--- src/rtl/serial_addsub_n.sv ---
// serial_addsub_n: bit-serial two's-complement adder/subtractor.
// One bit per clock, LSB first; the result is published in one update when the
// last bit has been processed, so partial shift contents never reach the outputs.
module serial_addsub_n #(
  parameter int unsigned WIDTH = 4
) (
  input  logic             clk,
  input  logic             rst,
  input  logic             start,
  input  logic             sub,
  input  logic [WIDTH-1:0] a_in,
  input  logic [WIDTH-1:0] b_in,
  output logic [WIDTH-1:0] sum,
  output logic             carry_out,
  output logic             overflow,
  output logic             busy,
  output logic             done
);

  localparam int unsigned CNT_W = $clog2(WIDTH + 1);

  typedef enum logic [1:0] {
    IDLE  = 2'd0,
    SHIFT = 2'd1,
    DONE  = 2'd2
  } state_t;

  state_t             r_state;
  state_t             w_state_nxt;
  logic [WIDTH-1:0]   r_a;
  logic [WIDTH-1:0]   r_b;
  logic               r_mode;
  logic               r_carry;
  logic [CNT_W-1:0]   r_cnt;
  logic [WIDTH-1:0]   r_sum;
  logic               r_carry_out;
  logic               r_overflow;
  logic               r_busy;
  logic               r_done;

  logic               w_load;
  logic               w_step;
  logic               w_last;
  logic               w_b_bit;
  logic               w_bit;
  logic               w_cout;

  // Single full-adder slice; subtraction inverts B and seeds the carry with 1.
  always_comb begin
    w_b_bit = r_b[0] ^ r_mode;
    w_bit   = r_a[0] ^ w_b_bit ^ r_carry;
    w_cout  = (r_a[0] & w_b_bit) | (r_a[0] & r_carry) | (w_b_bit & r_carry);
    w_last  = (r_cnt == CNT_W'(WIDTH - 1));
  end

  // State register.
  always_ff @(posedge clk or posedge rst) begin
    if (rst) begin
      r_state <= IDLE;
    end else begin
      r_state <= w_state_nxt;
    end
  end

  // Next-state and datapath control.
  always_comb begin
    w_state_nxt = r_state;
    w_load      = 1'b0;
    w_step      = 1'b0;
    case (r_state)
      IDLE: begin
        if (start) begin
          w_load      = 1'b1;
          w_state_nxt = SHIFT;
        end
      end
      SHIFT: begin
        w_step = 1'b1;
        if (w_last) begin
          w_state_nxt = DONE;
        end
      end
      DONE: begin
        w_state_nxt = IDLE;
      end
      default: begin
        w_state_nxt = IDLE;
      end
    endcase
  end

  // Operand shift registers, carry and bit counter.
  always_ff @(posedge clk or posedge rst) begin
    if (rst) begin
      r_a     <= '0;
      r_b     <= '0;
      r_mode  <= 1'b0;
      r_carry <= 1'b0;
      r_cnt   <= '0;
    end else if (w_load) begin
      r_a     <= a_in;
      r_b     <= b_in;
      r_mode  <= sub;
      r_carry <= sub;
      r_cnt   <= '0;
    end else if (w_step) begin
      r_a     <= {w_bit, r_a[WIDTH-1:1]};
      r_b     <= {1'b0, r_b[WIDTH-1:1]};
      r_carry <= w_cout;
      r_cnt   <= r_cnt + CNT_W'(1);
    end
  end

  // Result registers, updated only on the final shift edge.
  always_ff @(posedge clk or posedge rst) begin
    if (rst) begin
      r_sum       <= '0;
      r_carry_out <= 1'b0;
      r_overflow  <= 1'b0;
    end else if (w_step && w_last) begin
      r_sum       <= {w_bit, r_a[WIDTH-1:1]};
      r_carry_out <= w_cout;
      r_overflow  <= r_carry ^ w_cout;
    end
  end

  // Status flags registered from the upcoming state.
  always_ff @(posedge clk or posedge rst) begin
    if (rst) begin
      r_busy <= 1'b0;
      r_done <= 1'b0;
    end else begin
      r_busy <= (w_state_nxt == SHIFT);
      r_done <= (w_state_nxt == DONE);
    end
  end

  assign sum       = r_sum;
  assign carry_out = r_carry_out;
  assign overflow  = r_overflow;
  assign busy      = r_busy;
  assign done      = r_done;

endmodule

--- config.mk ---
export PLATFORM = sky130hd
export DESIGN_NAME = serial_addsub_n
export DESIGN_NICKNAME = d
export VERILOG_FILES = /design/src/rtl/serial_addsub_n.sv
export SDC_FILE = /design/constraint.sdc
export NUM_CORES = 1
export LEC_CHECK = 0
export ABC_AREA = 1
export CAP_MARGIN = 30
export CORE_ASPECT_RATIO = 0.6
export CORE_UTILIZATION = 45
export CTS_CLUSTER_DIAMETER = 80
export DETAILED_ROUTE_END_ITERATION = 10
export GPL_TIMING_DRIVEN = 1
export PLACE_DENSITY = 0.81
export RECOVER_POWER = 50
export SYNTH_ARGS = -nofsm -noshare
export SYNTH_HDL_FRONTEND = slang
export SYNTH_SLANG_ARGS = --single-unit
--- constraint.sdc ---
create_clock -name clk -period 1.63 [get_ports clk]
set_input_delay 0.489 -clock clk [delete_from_list [all_inputs] [get_ports clk]]
set_output_delay 0.489 -clock clk [all_outputs]
set_load 0.1 [all_outputs]
==> metrics.md <==
| Metric | Value |
|---|---|
| Status | `complete, no violations` |
| Post-CTS Resized | `0` |
| Arr. time, crit path | `~1700 ps` |
| Critical-path maximum fanout | `2` |
| Site Rows | `13` |
| Delay-heaviest family, CP | `adder cells` |
| Yosys cell types | `17` |
| Min-delay worst type | `reg2reg` |
| Gr ovfl total | `0` |
| Post-CTS setup buffers | `0` |
| Io pins | `20` |
| Crit end category | `flop` |
| Clock Tree Buf Depth | `2` |
| Slew margin rel. | `0.617` |
| Die Span Y | `about 39 um` |
| Setup tns final | `0 ps` |
| Starting Density | `0.479` |
| Crit share post-route | `0.923` |
| Post-layout nets | `151` |
| Cells on worst reg2reg path | `7` |
| CTS Buf Count | `3` |
| Routed WL | `around 2100 um` |
| CTS tree | `done` |
| Mapped Area | `0.00104 mm^2` |
| RSZ-0062 raised after global routing | `false` |
| Flops & latches, synth | `23` |
| Largest net degree at the start of global routing | `24` |
| Post-Syn Nets | `127` |
| Bufs and invs on worst path | `1` |
| Cell mode on critical path | `nand2_1` |
| Critical Path Slowest Stage Cell | `fa_1` |
| Placer Congestion | `0.815` |
| Achievable Freq | `0.665 GHz` |
| Ant diodes | `0` |
| Vias per inst | `5.02` |
| Root Driver | `clkbuf_8` |
| Delay of the slowest critical-path stage | `470 ps` |
| WHS Path Cells | `2` |
| DR pass1 iterations | `4` |
| Worst skew pair latency | `270 ps` |
| Seq/Total Area, Yosys | `0.552` |
| Global-route wire length before repair | `3460 um` |
| # DRC | `0` |
| Ratio of cells with drive above 1 in the final layout | `0.178` |
| Final Skew | `around 6.3 ps` |
| Routed WL per cell | `12.8 um` |
| Chip width | `approximately 64 um` |
| Clock Sinks | `23` |
| Gate Count Post-Synth | `~110` |
| CTS Hold Bufs | `0` |
| Avg Inst Size Synth | `9.32 um^2` |
| Clock Pin Slew Worst Setup and Hold Paths | `around 80 ps` |
| Antenna viol nets, final | `0` |
| Max_cap viols | `0` |
| Core area | `0.00218 mm^2` |
| GRT Total Usage | `0.203` |
| Crit path kind | `reg2reg` |
| Slew @ Worst Pin | `574 ps` |
| Final hold vios | `0` |
| H-Tree Depth | `1` |
| Buffers on Ports | `19` |
| Commonest non-fill, non-tap cells in the layout | `nand2_1, dfrtp_1, nand3_1, clkdlybuf4s50_1, buf_12` |
| Slew Limit Fails | `0` |
| Area Growth Syn to Fin | `33.7%` |
| Ys Warns | `0` |
| Initial antenna violation count | `0` |
| Number of global-route vias before repair | `slightly below 800` |
| Via count | `829` |
| Die ar. | `between 0.002 and 0.003 mm^2` |
| Most common cell after layout, fill and taps aside | `nand2_1` |
| CP Depth | `7` |
| Crit path cell chain | `xnor2_1 -> fa_1 -> inv_1 -> nand3_1 -> nand2_1 -> nand2_1 -> nand2_1` |
| Final setup vio count | `0` |
| Dpl hpwl | `1580 um` |
| Critical Path RT | `1840 ps` |
| Initial drt markers | `55` |
| Startpoint types | `flop` |
| Fin crit period | `about 1500 ps` |
==> worst reg2reg max path, cell delays in order (launching register included) <==
cell     delay, ps
dfrtp_1        400
xnor2_1        210
fa_1           470
inv_1           70
nand3_1         70
nand2_1        110
nand2_1         60
nand2_1         50
==> Yosys cell counts <==
| master | instances | area share |
|---|---|---|
| nor2_4 | 2 | 0.022 |
| fa_1 | 1 | 0.019 |
| o21ai_2 | 4 | 0.034 |
| nand3_1 | 16 | 0.077 |
| clkbuf_1 | 1 | 0.0036 |
| buf_6 | 1 | 0.011 |
| ha_1 | 2 | 0.024 |
| nor2_8 | 1 | 0.019 |
| inv_2 | 2 | 0.0072 |
| o21ai_0 | 4 | 0.019 |
| xnor2_1 | 1 | 0.0084 |
| dfrtp_1 | 23 | 0.55 |
| nand2_4 | 1 | 0.011 |
| inv_1 | 7 | 0.025 |
| nor2_1 | 1 | 0.0036 |
| nand3b_1 | 1 | 0.0072 |
| nand2_1 | 44 | 0.16 |
==> metal layers <==
layer,global-route usage,part of all wire,vias to the layer above
met3,0.0727,0.092,5
met2,0.364,0.47,31
li1,-,-,398
met1,0.227,0.42,395
met5,0,0,-
met4,0.0833,0.016,0
==> cell families (layout without fill, tap and decap cells) <==
family                     count (synthesis)  count (layout)  synth area share
xor gates and xnor gates                   1               1           0.00839
and+or+nand+nor                           66              66             0.297
DFF                                       23              23             0.552
AOI/OAI and AO/OA                          8               8            0.0528
adders and majority gates                  3               3            0.0432
buffers and inverters                     11              34            0.0468
==> layout make-up <==
| cell class | count | area [um^2] |
|---|---|---|
| fillers | 194 | 785 |
| well taps | 30 | 37.5 |
| multi-input cells | 78 | 419 |
| clock inverters | 1 | 5.00 |
| clock buffers | 3 | 41.3 |
| inverters | 9 | 33.8 |
| flip-flops and latches | 23 | 576 |
| repair buffers | 21 | 283 |
==> state kept, by name (all words and copies together), names as in the netlist <==
| signal | cells |
|---|---|
| r_a | 4 |
| r_b | 4 |
| sum | 4 |
| r_cnt | 3 |
| r_state | 2 |
| busy | 1 |
| carry_out | 1 |
| done | 1 |
| overflow | 1 |
| r_carry | 1 |
| r_mode | 1 |
==> stage by stage <==
stage / hold WS (ps) / util / worst slack [ps] / area [um^2] / instances
floorplan: 442 / - / 243 / 1040 / 112
global placement: 459 / 0.620 / 30.9 / 1350 / 161
detailed placement: 458 / 0.620 / -9.80 / 1350 / 161
CTS: 478 / 0.641 / 124 / 1400 / 165
global route: 516 / 0.640 / 6.56 / 1400 / 165
finish: 480 / 0.640 / 126 / 1400 / 165
==> final timing paths <==
path / from / end / slack (ps)
min in group asynchronous: rst / r_cnt[2] / 790
setup reg to reg: r_b[0] / r_a[3] / 130
max in group asynchronous: rst / sum[0] / 450
hold / removal: r_b[3] / r_b[3] / 480
setup / recovery: r_b[0] / r_a[3] / 130
hold reg to reg: r_b[3] / r_b[3] / 480
Power is not shown: default switching activity piles up to over one toggle a cycle in this logic, so the estimate is an artifact.
